File: src/rtl/riscv_wb_arbiter_if.sv
// Writeback arbiter bus: requester handshake plus the registered writeback port.
interface riscv_wb_arbiter_if #(
  parameter int XLEN = 64,
  parameter int NREQ = 3
);
  localparam int SW = (NREQ > 1) ? $clog2(NREQ) : 1;

  logic [NREQ-1:0]      req_valid;
  logic [NREQ-1:0]      req_we;
  logic [5*NREQ-1:0]    req_addr;
  logic [XLEN*NREQ-1:0] req_data;
  logic [NREQ-1:0]      req_ready;
  logic                 wb_stall;
  logic                 wb_valid;
  logic                 wb_we;
  logic [4:0]           wb_addr;
  logic [XLEN-1:0]      wb_data;
  logic [SW-1:0]        wb_src;
  logic [15:0]          contention_cnt;

  // Producers and the register file side
  modport master (
    output req_valid, req_we, req_addr, req_data, wb_stall,
    input  req_ready, wb_valid, wb_we, wb_addr, wb_data, wb_src, contention_cnt
  );

  // Arbiter side
  modport slave (
    input  req_valid, req_we, req_addr, req_data, wb_stall,
    output req_ready, wb_valid, wb_we, wb_addr, wb_data, wb_src, contention_cnt
  );
endinterface

File: src/rtl/riscv_wb_arbiter.sv
// Round-robin arbiter for the shared integer register-file writeback port.
// Registers the winner onto wb_*, filters x0 writes, honours wb_stall and
// counts contended accept cycles (saturating).
module riscv_wb_arbiter #(
  parameter int XLEN = 64,
  parameter int NREQ = 3
) (
  input  logic               clk,
  input  logic               rstn,
  riscv_wb_arbiter_if.slave  bus
);
  localparam int SW = (NREQ > 1) ? $clog2(NREQ) : 1;

  logic [SW-1:0]   last;
  logic            accept;
  logic            contended;
  logic            grant_any;
  logic [NREQ-1:0] grant;
  logic [SW-1:0]   grant_idx;
  logic            sel_we;
  logic [4:0]      sel_addr;
  logic [XLEN-1:0] sel_data;

  // Slot can take a new writeback when empty or draining this cycle
  always_comb begin
    accept    = !bus.wb_valid || !bus.wb_stall;
    contended = $countones(bus.req_valid) > 1;
  end

  // Rotating priority: indices above last first, then wrap to 0..last
  always_comb begin
    grant     = '0;
    grant_idx = '0;
    grant_any = 1'b0;
    for (int i = 0; i < NREQ; i++) begin
      if (!grant_any && bus.req_valid[i] && (SW'(i) > last)) begin
        grant_any = 1'b1;
        grant_idx = SW'(i);
        grant[i]  = 1'b1;
      end
    end
    for (int i = 0; i < NREQ; i++) begin
      if (!grant_any && bus.req_valid[i] && (SW'(i) <= last)) begin
        grant_any = 1'b1;
        grant_idx = SW'(i);
        grant[i]  = 1'b1;
      end
    end
  end

  // One-hot AND-OR mux of the granted request fields
  always_comb begin
    sel_we   = 1'b0;
    sel_addr = '0;
    sel_data = '0;
    for (int i = 0; i < NREQ; i++) begin
      if (grant[i]) begin
        sel_we   = sel_we   | bus.req_we[i];
        sel_addr = sel_addr | bus.req_addr[5*i +: 5];
        sel_data = sel_data | bus.req_data[XLEN*i +: XLEN];
      end
    end
  end

  // Grants are only visible when the slot accepts and reset is released
  always_comb begin
    bus.req_ready = (accept && rstn) ? grant : '0;
  end

  // Writeback register, round-robin pointer and contention counter
  always_ff @(posedge clk) begin
    if (!rstn) begin
      bus.wb_valid       <= 1'b0;
      bus.wb_we          <= 1'b0;
      bus.wb_addr        <= '0;
      bus.wb_data        <= '0;
      bus.wb_src         <= '0;
      bus.contention_cnt <= '0;
      last               <= SW'(NREQ - 1);
    end else if (accept) begin
      if (grant_any) begin
        bus.wb_valid <= 1'b1;
        // x0 is hardwired zero: keep the retirement pulse, drop the write
        bus.wb_we    <= sel_we && (sel_addr != 5'd0);
        bus.wb_addr  <= sel_addr;
        bus.wb_data  <= sel_data;
        bus.wb_src   <= grant_idx;
        last         <= grant_idx;
      end else begin
        bus.wb_valid <= 1'b0;
        bus.wb_we    <= 1'b0;
      end
      if (contended && (bus.contention_cnt != 16'hFFFF))
        bus.contention_cnt <= bus.contention_cnt + 16'd1;
    end
  end
endmodule

File: src/flat_wrapper.sv
// flat-port wrapper written by rule: the top's interface ports become plain ports
module riscv_wb_arbiter_flat 
#(
  parameter int XLEN = 64,
  parameter int NREQ = 3
)
  (clk, rstn, bus_req_valid, bus_req_we, bus_req_addr, bus_req_data, bus_wb_stall, bus_req_ready, bus_wb_valid, bus_wb_we, bus_wb_addr, bus_wb_data, bus_wb_src, bus_contention_cnt);
  riscv_wb_arbiter_if #(.XLEN(XLEN), .NREQ(NREQ)) bus_i ();
  input  logic clk;
  input  logic rstn;
  input wire logic [$bits(bus_i.req_valid)-1:0] bus_req_valid;
  input wire logic [$bits(bus_i.req_we)-1:0] bus_req_we;
  input wire logic [$bits(bus_i.req_addr)-1:0] bus_req_addr;
  input wire logic [$bits(bus_i.req_data)-1:0] bus_req_data;
  input wire logic [$bits(bus_i.wb_stall)-1:0] bus_wb_stall;
  output wire logic [$bits(bus_i.req_ready)-1:0] bus_req_ready;
  output wire logic [$bits(bus_i.wb_valid)-1:0] bus_wb_valid;
  output wire logic [$bits(bus_i.wb_we)-1:0] bus_wb_we;
  output wire logic [$bits(bus_i.wb_addr)-1:0] bus_wb_addr;
  output wire logic [$bits(bus_i.wb_data)-1:0] bus_wb_data;
  output wire logic [$bits(bus_i.wb_src)-1:0] bus_wb_src;
  output wire logic [$bits(bus_i.contention_cnt)-1:0] bus_contention_cnt;
  assign bus_i.req_valid = bus_req_valid;
  assign bus_i.req_we = bus_req_we;
  assign bus_i.req_addr = bus_req_addr;
  assign bus_i.req_data = bus_req_data;
  assign bus_i.wb_stall = bus_wb_stall;
  assign bus_req_ready = bus_i.req_ready;
  assign bus_wb_valid = bus_i.wb_valid;
  assign bus_wb_we = bus_i.wb_we;
  assign bus_wb_addr = bus_i.wb_addr;
  assign bus_wb_data = bus_i.wb_data;
  assign bus_wb_src = bus_i.wb_src;
  assign bus_contention_cnt = bus_i.contention_cnt;
  riscv_wb_arbiter #(.XLEN(XLEN), .NREQ(NREQ)) u_core (.clk(clk), .rstn(rstn), .bus(bus_i));
endmodule
File: config.mk
export PLATFORM = sky130hd
export DESIGN_NAME = riscv_wb_arbiter_flat
export DESIGN_NICKNAME = d
export VERILOG_FILES = /design/src/rtl/riscv_wb_arbiter_if.sv /design/src/rtl/riscv_wb_arbiter.sv /design/src/flat_wrapper.sv
export SDC_FILE = /design/constraint.sdc
export NUM_CORES = 1
export LEC_CHECK = 0
export BUFFER_PORTS_ARGS = -buffer_cell sky130_fd_sc_hd__buf_2
export CORE_AREA = 3 3 117 119
export CTS_CLUSTER_DIAMETER = 60
export DETAILED_ROUTE_END_ITERATION = 7
export DIE_AREA = 0 0 120 122
export PLACE_DENSITY = 0.69
export SYNTH_ARGS = -nofsm -noshare
export SYNTH_HDL_FRONTEND = slang
export SYNTH_SLANG_ARGS = --single-unit
File: constraint.sdc
create_clock -name clk -period 2 [get_ports clk]
set_input_delay 0.3 -clock clk [delete_from_list [all_inputs] [get_ports clk]]
set_output_delay 0.3 -clock clk [all_outputs]
set_load 0.01 [all_outputs]
==> flow_metrics.env, run 1 <==
export IMPL_firstDrtPassIters=7
export IMPL_layout_drive_gt1_share_pct=44.72
export IMPL_hold_path_class="input pin to register"
export IMPL_rsz0062_at_grt="false"
export IMPL_synth_simple_gate_area_share_pct=21.79
export IMPL_seq_area_frac_synth_pct=40.13
export IMPL_cts_made_buffers=9
export IMPL_gp_congestion=0.8778
export IMPL_period_share_pct=96.02
export IMPL_cts_root_buffer="clkbuf_16"
export IMPL_worst_setup_path_end_kind="primary output"
export IMPL_final_setup_skew_ns=0.007295
export IMPL_grt_max_degree=73
export IMPL_grt_overflow=0
export IMPL_synth_fa_ha_area_share_pct=0.5574
export IMPL_ctsLongestPathBuffers=2
export IMPL_wl_per_cell_um=15.45
export IMPL_drc=0
export IMPL_ir_worst_vdd_uv=394.0
export IMPL_synth_top_family_by_area="compound AO/OA/AOI/OAI gates"
export IMPL_htreeDepth=3
export IMPL_maxCapViolCount=0
export IMPL_setup_ws_ns=0.07964
export IMPL_grt_pass1_wl_um=23560
export IMPL_slew_headroom_pct=67.53
export IMPL_leakage_uw=0.003779
export IMPL_io_buffers=307
export IMPL_final_common_cell="buf_2"
export IMPL_ant_nets=0
export IMPL_synth_cells=511
export IMPL_std_cell_rows=41
export IMPL_syn_area_per_cell_um2=8.785
export IMPL_antenna_found_initial=1
export IMPL_place_hpwl_um=11870
export IMPL_die_w_um=120
export IMPL_setup_viol=0
export IMPL_synth_warnings=0
export IMPL_path_clk_slew_ns=0.06
export IMPL_critPathKind="register to primary output"
export IMPL_crit_arrival_ns=1.62
export IMPL_grtUsageTotal_pct=20.17
export IMPL_final_nets=1027
export IMPL_synthMuxAreaShare_pct=0.2230
export IMPL_ys_types=34
export IMPL_grt_pass1_vias=4680
export IMPL_synth_compound_area_share_pct=29.32
export IMPL_power_density_mw_per_mm2=741.8
export IMPL_outcome="complete, no violations"
export IMPL_cts_sinks=90
export IMPL_final_cell_mix="buf_2, dfxtp_1, nand2_1, nand3_1, o211a_1"
export IMPL_clock_latency_ns=0.35
export IMPL_synth_xor_area_share_pct=2.731
export IMPL_crit_fanout=10
export IMPL_syn_area_mm2=0.004489
export IMPL_holdWs_ns=0.2604
export IMPL_synth_top_cell_area_share_pct=40.13
export IMPL_io_pins=308
export IMPL_slew_violations=0
export IMPL_register_area_mm2=0.001804
export IMPL_fillers=1265
export IMPL_die_area_mm2=0.01464
export IMPL_num_antenna_cells=0
export IMPL_syn_nets=729
export IMPL_synth_area_leaders="dfxtp_1, o211a_1, a22oi_1"
export IMPL_hold_violations=0
export IMPL_die_h_um=122
export IMPL_startpoint_type="register"
export IMPL_multi_input_area_mm2=0.002475
export IMPL_area_delta_synth_final_pct=47.46
export IMPL_cts_tree="done"
export IMPL_p_total_uw=4911
export IMPL_ys_ff_latch=90
export IMPL_fin_crit_ns=1.920
export IMPL_worst_pin_slew_ns=0.4870
export IMPL_drtIter0Drc=334
export IMPL_post_synth_top_area_cell="dfxtp_1"
export IMPL_vias_per_cell=5.053
export IMPL_required_ns=1.70
export IMPL_pre_cts_ws_ns=-0.03595
export IMPL_placeableCoreArea_mm2=0.01267
export IMPL_drt_wl_total_um=15240
export IMPL_max_freq_mhz=520.7
export IMPL_initial_core_util_pct=35.43
export IMPL_via_count=4982
through the flow:
step / util, % / TNS [ns] / instances / cell area, um^2
final: 52.25 / 0 / 986 / 6620
after global placement: 49.72 / -0.03230 / 970 / 6300
after floorplan: - / 0 / 511 / 4489
after global routing: 52.25 / 0 / 986 / 6620
after CTS: 52.21 / 0 / 986 / 6615
after detailed placement: 49.72 / -0.04946 / 970 / 6300
where the power goes:
group / switching (uW) / internal (uW)
logic: 594 / 561
registers: 79.5 / 1950
clock network: 693 / 1030
total: 1370 / 3540
timing repair:
item | CTS | global route
setup endpoints to repair | 2 | 3
hold buffers | 0 | 0
pin swaps | 0 | 0
setup buffers | 0 | 0
gates resized for setup | 3 | 3
path summary, 6_finish.rpt:
check        slack, ns  depth (start not counted)                          from                       endpoint
max               0.08                          6                u_core.last[0]               bus_req_ready[0]
max reg2reg       0.14                          7  u_core.bus.contention_cnt[0]  u_core.bus.contention_cnt[12]
min               0.26                          2                          rstn  u_core.bus.contention_cnt[14]
min reg2reg       0.48                          2          u_core.bus.wb_src[1]           u_core.bus.wb_src[1]
per-layer routing:
layer | vias to the layer above | wire [um] | GRT usage, %
met4 | 2 | 221 | 6.872
li1 | 2505 | - | -
met3 | 17 | 1143 | 4.550
met1 | 2253 | 6256 | 25.04
met2 | 205 | 7601 | 34.56
met5 | - | 13 | 0
critical path, cell delays in order (launching register included):
cell	delay, ns
dfxtp_2	0.35
nor2b_2	0.13
nor2_1	0.06
o21a_4	0.25
buf_4	0.16
and3_1	0.18
buf_2	0.14
cells in the mapped netlist:
| master | instances |
|---|---|
| dfxtp_1 | 90 |
| nand2_1 | 81 |
| nand3_1 | 73 |
| o211a_1 | 71 |
| a22oi_1 | 65 |
| clkbuf_1 | 38 |
| and2_1 | 16 |
| xnor2_1 | 10 |
| buf_2 | 8 |
| a222oi_1 | 6 |
| nor2_1 | 6 |
| and3_1 | 4 |
| buf_6 | 4 |
| nand4_1 | 4 |
| nor2b_1 | 4 |
| nor3_1 | 4 |
| xor2_1 | 4 |
| a21boi_0 | 2 |
| ha_1 | 2 |
| nand2b_1 | 2 |
| o21a_1 | 2 |
| o21ai_0 | 2 |
| o22ai_1 | 2 |
| a21oi_1 | 1 |
| and2_4 | 1 |
| and4_1 | 1 |
| buf_4 | 1 |
| mux2i_1 | 1 |
| nand3b_1 | 1 |
| nor3_4 | 1 |
| nor4b_2 | 1 |
| or2_2 | 1 |
| or3_1 | 1 |
| or4b_1 | 1 |
layout make-up:
type / count / area share, %
Sequential cell: 90 / 27.25
Timing Repair Buffer: 338 / 27.48
Clock inverter: 4 / 0.7560
Clock buffer: 12 / 3.875
Multi-Input combinational cell: 370 / 37.38
Tap cell: 172 / 3.251
cell families after synthesis:
kind of cell / after synthesis
adders and majority gates: 2
muxes: 1
AOI/OAI and AO/OA: 151
and+or+nand+nor: 202
DFF: 90
xor gates and xnor gates: 14
buffers and inverters: 51
registers in the layout, indices dropped and copies added, names as in the netlist:
name and count:
u_core.bus.wb_we 1, u_core.bus.wb_data 64, u_core.last 2, u_core.bus.wb_src 1
u_core.bus.wb_valid 1, u_core.bus.wb_addr 5, u_core.bus.contention_cnt 16
(Power assumes the default switching activity.)
==> run 2, diff against run 1 <==
- clock period: 2 -> 2.4 ns (I/O delays scaled with it)
==> flow_metrics.env, run 2 (synthesis gave the netlist of run 1 again) <==
export IMPL_cts_sinks=90
export IMPL_worst_pin_slew_ns=0.5520
export IMPL_gp_congestion=0.8550
export IMPL_combPwrFrac_pct=24.3
export IMPL_p_seq_share_pct=43.5
export IMPL_final_setup_skew_ns=0.004428
export IMPL_grt_pass1_wl_um=23140
export IMPL_final_nets=1008
export IMPL_fin_tns_setup_ns=0
export IMPL_swShare_pct=28.68
export IMPL_cts_made_buffers=9
export IMPL_area_delta_synth_final_pct=43.09
export IMPL_internal_power_uw=2770
export IMPL_setup_viol=0
export IMPL_firstDrtPassIters=5
export IMPL_grt_overflow=0
export IMPL_worst_path_buf_inv=1
export IMPL_final_cell_mix="buf_2, dfxtp_1, nand2_1, nand3_1, o211a_1"
export IMPL_worst_setup_path_end_kind="primary output"
export IMPL_grt_pass1_vias=4567
export IMPL_startpoint_type="register"
export IMPL_leakage_uw=0.003658
export IMPL_hold_path_class="input pin to register"
export IMPL_fillers=1308
export IMPL_vias_per_cell=5.059
export IMPL_maxCapViolCount=0
export IMPL_cts_tree="done"
export IMPL_ant_nets=0
export IMPL_layout_drive_gt1_share_pct=42.70
export IMPL_die_area_mm2=0.01464
export IMPL_wl_per_cell_um=15.69
export IMPL_fin_crit_ns=1.988
export IMPL_max_freq_mhz=503.0
export IMPL_largest_reg_flops=64
export IMPL_critPathKind="register to primary output"
export IMPL_largest_register="u_core.bus.wb_data"
export IMPL_die_w_um=120
export IMPL_grtUsageTotal_pct=19.83
export IMPL_holdWs_ns=0.3651
export IMPL_cts_setup_buffers=0
export IMPL_std_cell_rows=41
export IMPL_path_delay_family="simple AND/OR/NAND/NOR gates"
export IMPL_outcome="complete, no violations"
export IMPL_via_count=4887
export IMPL_antenna_found_initial=0
export IMPL_hold_violations=0
export IMPL_rsz0062_at_grt="false"
export IMPL_period_share_pct=82.84
export IMPL_ctsLongestPathBuffers=2
export IMPL_path_cells="nor2b_1 -> o22ai_1 -> and2_2 -> and3_1 -> buf_2"
export IMPL_p_clk_share_pct=32.2
export IMPL_critPathSlowestCell="dfxtp_1"
export IMPL_power_switching_uw=1114
export IMPL_io_pins=308
export IMPL_ir_worst_vdd_uv=298.3
export IMPL_setup_ws_ns=0.4118
export IMPL_register_area_mm2=0.001802
export IMPL_htreeDepth=3
export IMPL_cts_resized=0
export IMPL_path_clk_slew_ns=0.06
export IMPL_clock_latency_ns=0.34
export IMPL_final_common_cell="buf_2"
export IMPL_drc=0
export IMPL_place_hpwl_um=11590
export IMPL_placeableCoreArea_mm2=0.01267
export IMPL_largestRegisters="u_core.bus.wb_data x64, u_core.bus.contention_cnt x16, u_core.bus.wb_addr x5"
export IMPL_crit_fanout=16
export IMPL_cts_root_buffer="clkbuf_16"
export IMPL_pre_cts_ws_ns=0.2321
export IMPL_initial_core_util_pct=35.43
export IMPL_multi_input_area_mm2=0.002464
export IMPL_p_total_uw=3883
export IMPL_io_buffers=307
export IMPL_crit_arrival_ns=1.63
export IMPL_slew_headroom_pct=62.92
export IMPL_postCtsHoldBufs=0
export IMPL_drt_wl_total_um=15160
export IMPL_grt_max_degree=87
export IMPL_max_stage_delay_ns=0.41
export IMPL_drtIter0Drc=287
export IMPL_die_h_um=122
export IMPL_required_ns=2.04
export IMPL_power_density_mw_per_mm2=604.5
export IMPL_slew_violations=0
export IMPL_num_antenna_cells=0
==> run 2: cell types whose count changed in the layout (fill, tap and decap cells not counted), moves of 2 or more <==
cell and change:
and2_2 +2, buf_4 -20, clkbuf_1 +2, dfxtp_2 -2, clkbuf_8 -2, dfxtp_1 +2, and2_4 -2
==> run 2: worst paths after layout <==
path                                                    from                            end  slack (ns)  cells after the start
worst max-delay path                          u_core.last[1]               bus_req_ready[1]        0.41                      5
worst min-delay path                       bus_req_data[188]         u_core.bus.wb_data[60]        0.37                      4
worst min register to register          u_core.bus.wb_src[1]           u_core.bus.wb_src[1]        0.49                      2
worst max register to register  u_core.bus.contention_cnt[0]  u_core.bus.contention_cnt[12]        0.44                      7
==> run 2: tightest hold or removal path: cells and delay by family <==
kind | cells | cell delay, ns
AO/OA/AOI/OAI | 1 | 0.13
AND/OR/NAND/NOR | 2 | 0.11
buffers and inverters | 1 | 0.07
==> run 2: per-stage QoR <==
| step | instance area, um^2 | instances | utilization (%) |
|---|---|---|---|
| 4_1_cts | 6424 | 966 | 50.70 |
| 3_5_place_dp | 6170 | 951 | 48.69 |
| 5_1_grt | 6424 | 966 | 50.70 |
| 3_3_place_gp | 6170 | 951 | 48.69 |
| 6_report | 6424 | 966 | 50.70 |
| 2_1_floorplan | 4489 | 511 | - |
==> run 2: area by class of cell <==
class | count | share of cell area, %
flip-flops and latches | 90 | 28.05
repair buffers | 319 | 26.30
clock inverters | 3 | 0.2727
multi-input cells | 370 | 38.35
well taps | 172 | 3.350
clock buffers | 12 | 3.681
==> run 2: routing by layer <==
layer / up-vias / GRT usage, % / share of wire [%]
li1: 2465 / - / -
met1: 2199 / 24.41 / 40
met2: 206 / 34.84 / 51
met3: 17 / 4.318 / 7.4
met4: 0 / 5.798 / 1.2
met5: - / 0 / 0
==> run 2: power by group through the flow <==
stage          Clock [uW]  Combinational, uW  Sequential, uW
6_report             1250                944            1690
5_1_grt              1340               1050            1700
4_1_cts              1290                960            1690
3_5_place_dp            0                958            1720
3_3_place_gp            0                951            1720
2_1_floorplan           0                460            1780
==> run 3, diff against run 2 <==
- clock period: 2.4 -> 1.85 ns (I/O delays scaled with it)
==> flow_metrics.env, run 3 (synthesis gave the netlist of run 1 again) <==
export IMPL_via_count=5129
export IMPL_fillers=1238
export IMPL_worst_setup_path_end_kind="register"
export IMPL_vias_per_cell=5.119
export IMPL_worst_pin_slew_ns=0.5109
export IMPL_htreeDepth=3
export IMPL_setup_ws_ns=0.03712
export IMPL_placeableCoreArea_mm2=0.01267
export IMPL_drt_wl_total_um=15930
export IMPL_drc=0
export IMPL_cts_root_buffer="clkbuf_16"
export IMPL_path_clk_slew_ns=0.06
export IMPL_grt_overflow=0
export IMPL_largest_reg_flops=64
export IMPL_ctsLongestPathBuffers=2
export IMPL_max_freq_mhz=551.6
export IMPL_crit_arrival_ns=2.04
export IMPL_io_buffers=307
export IMPL_critPathKind="register to register"
export IMPL_cts_tree="done"
export IMPL_startpoint_type="register"
export IMPL_register_area_mm2=0.001812
export IMPL_grt_max_degree=53
export IMPL_ant_nets=0
export IMPL_fin_cells=1002
export IMPL_slew_headroom_pct=65.94
export IMPL_num_antenna_cells=0
export IMPL_cts_made_buffers=9
export IMPL_cts_sinks=90
export IMPL_grtUsageTotal_pct=20.53
export IMPL_period_share_pct=97.99
export IMPL_clock_latency_ns=0.34
export IMPL_initial_core_util_pct=35.43
export IMPL_antenna_found_initial=0
export IMPL_outcome="complete, no violations"
export IMPL_firstDrtPassIters=6
export IMPL_path_cells="nor2b_1 -> o22ai_1 -> and2_4 -> buf_4 -> a222oi_1 -> nand4_1 -> o211a_1"
export IMPL_place_hpwl_um=11970
export IMPL_grt_pass1_wl_um=24160
export IMPL_pre_cts_ws_ns=-0.1849
export IMPL_leakage_uw=0.003874
export IMPL_die_h_um=122
export IMPL_required_ns=2.08
export IMPL_std_cell_rows=41
export IMPL_setup_viol=0
export IMPL_holdWs_ns=0.2751
export IMPL_dp_cells=975
export IMPL_die_w_um=120
export IMPL_die_area_mm2=0.01464
export IMPL_fin_crit_ns=1.813
export IMPL_grt_pass1_vias=4804
export IMPL_hold_path_class="input pin to register"
export IMPL_slew_violations=0
export IMPL_largestRegisters="u_core.bus.wb_data x64, u_core.bus.contention_cnt x16, u_core.bus.wb_addr x5"
export IMPL_ir_worst_vdd_uv=518.6
export IMPL_multi_input_area_mm2=0.002514
export IMPL_drtIter0Drc=351
export IMPL_rsz0062_at_grt="true"
export IMPL_critPathSlowestCell="a222oi_1"
export IMPL_io_pins=308
export IMPL_gp_congestion=0.8845
export IMPL_final_nets=1044
export IMPL_maxCapViolCount=0
export IMPL_layout_drive_gt1_share_pct=46.63
export IMPL_crit_fanout=5
export IMPL_final_cell_mix="buf_2, dfxtp_1, nand2_1, nand3_1, o211a_1"
export IMPL_final_setup_skew_ns=0.004401
export IMPL_largest_register="u_core.bus.wb_data"
export IMPL_area_delta_synth_final_pct=51.34
export IMPL_wl_per_cell_um=15.89
export IMPL_max_stage_delay_ns=0.42
export IMPL_power_density_mw_per_mm2=782.3
export IMPL_final_common_cell="buf_2"
export IMPL_hold_violations=0
run 3: cell count changes in the layout (fill, tap and decap cells not counted), moves of 2 or more:
cell,delta
and2_4,+2
dfxtp_1,-4
buf_6,+2
buf_4,+34
and2_2,-2
dfxtp_2,+2
dfxtp_4,+2
run 3: worst max-delay path: cells and delay by family, from the launching register on:
kind,cells,cell delay [ns]
compound gates,3,0.74
simple gates,3,0.46
flops,1,0.36
buf+inv,1,0.14
run 3: layer usage:
layer  global-route usage (%)  part of all wire, %
met5                        0                    0
met3                    6.964                  8.9
met2                    35.05                   49
met4                    4.724                  1.5
met1                    25.09                   40
run 3: final timing paths:
kind	from	to	slack (ns)	cells past startpoint
setup / recovery	u_core.last[1]	u_core.bus.wb_we	0.04	7
hold / removal	bus_req_data[178]	u_core.bus.wb_data[50]	0.28	4
setup reg to reg	u_core.last[1]	u_core.bus.wb_we	0.04	7
hold reg to reg	u_core.bus.wb_src[1]	u_core.bus.wb_src[1]	0.47	2
run 3: cell type report:
| cell class | instances | area share, % |
|---|---|---|
| clock inverters | 3 | 0.5893 |
| multi-input cells | 370 | 37.00 |
| flip-flops and latches | 90 | 26.67 |
| clock buffers | 12 | 3.628 |
| repair buffers | 355 | 28.95 |
| well taps | 172 | 3.168 |
run 3: what timing repair did:
| action | in CTS | in global routing |
|---|---|---|
| setup endpoints to repair | 3 | 68 |
| gates cloned | 0 | 0 |
| hold endpoints to repair | 0 | 0 |
| setup buffers | 5 | 7 |
| pin swaps | 2 | 5 |
| hold buffers | 0 | 0 |
| resized for setup | 2 | 14 |
run 3: power by group:
part	total (uW)	switching, uW	internal [uW]	leakage [uW]
clock network	1800	725	1070	0.000142
logic	1320	668	653	0.00299
registers	2200	88.8	2110	0.000745
total	5310	1480	3830	0.00387
run 3: metrics by stage:
step,util (%),cell area [um^2],total power (uW),TNS (ns)
floorplan,-,4498,2910,0
global placement,50.08,6346,3489,-0.3588
detailed placement,50.08,6346,3503,-1.229
CTS,52.76,6685,5344,0
global route,53.62,6794,5609,-0.1181
finish,53.62,6794,5315,0
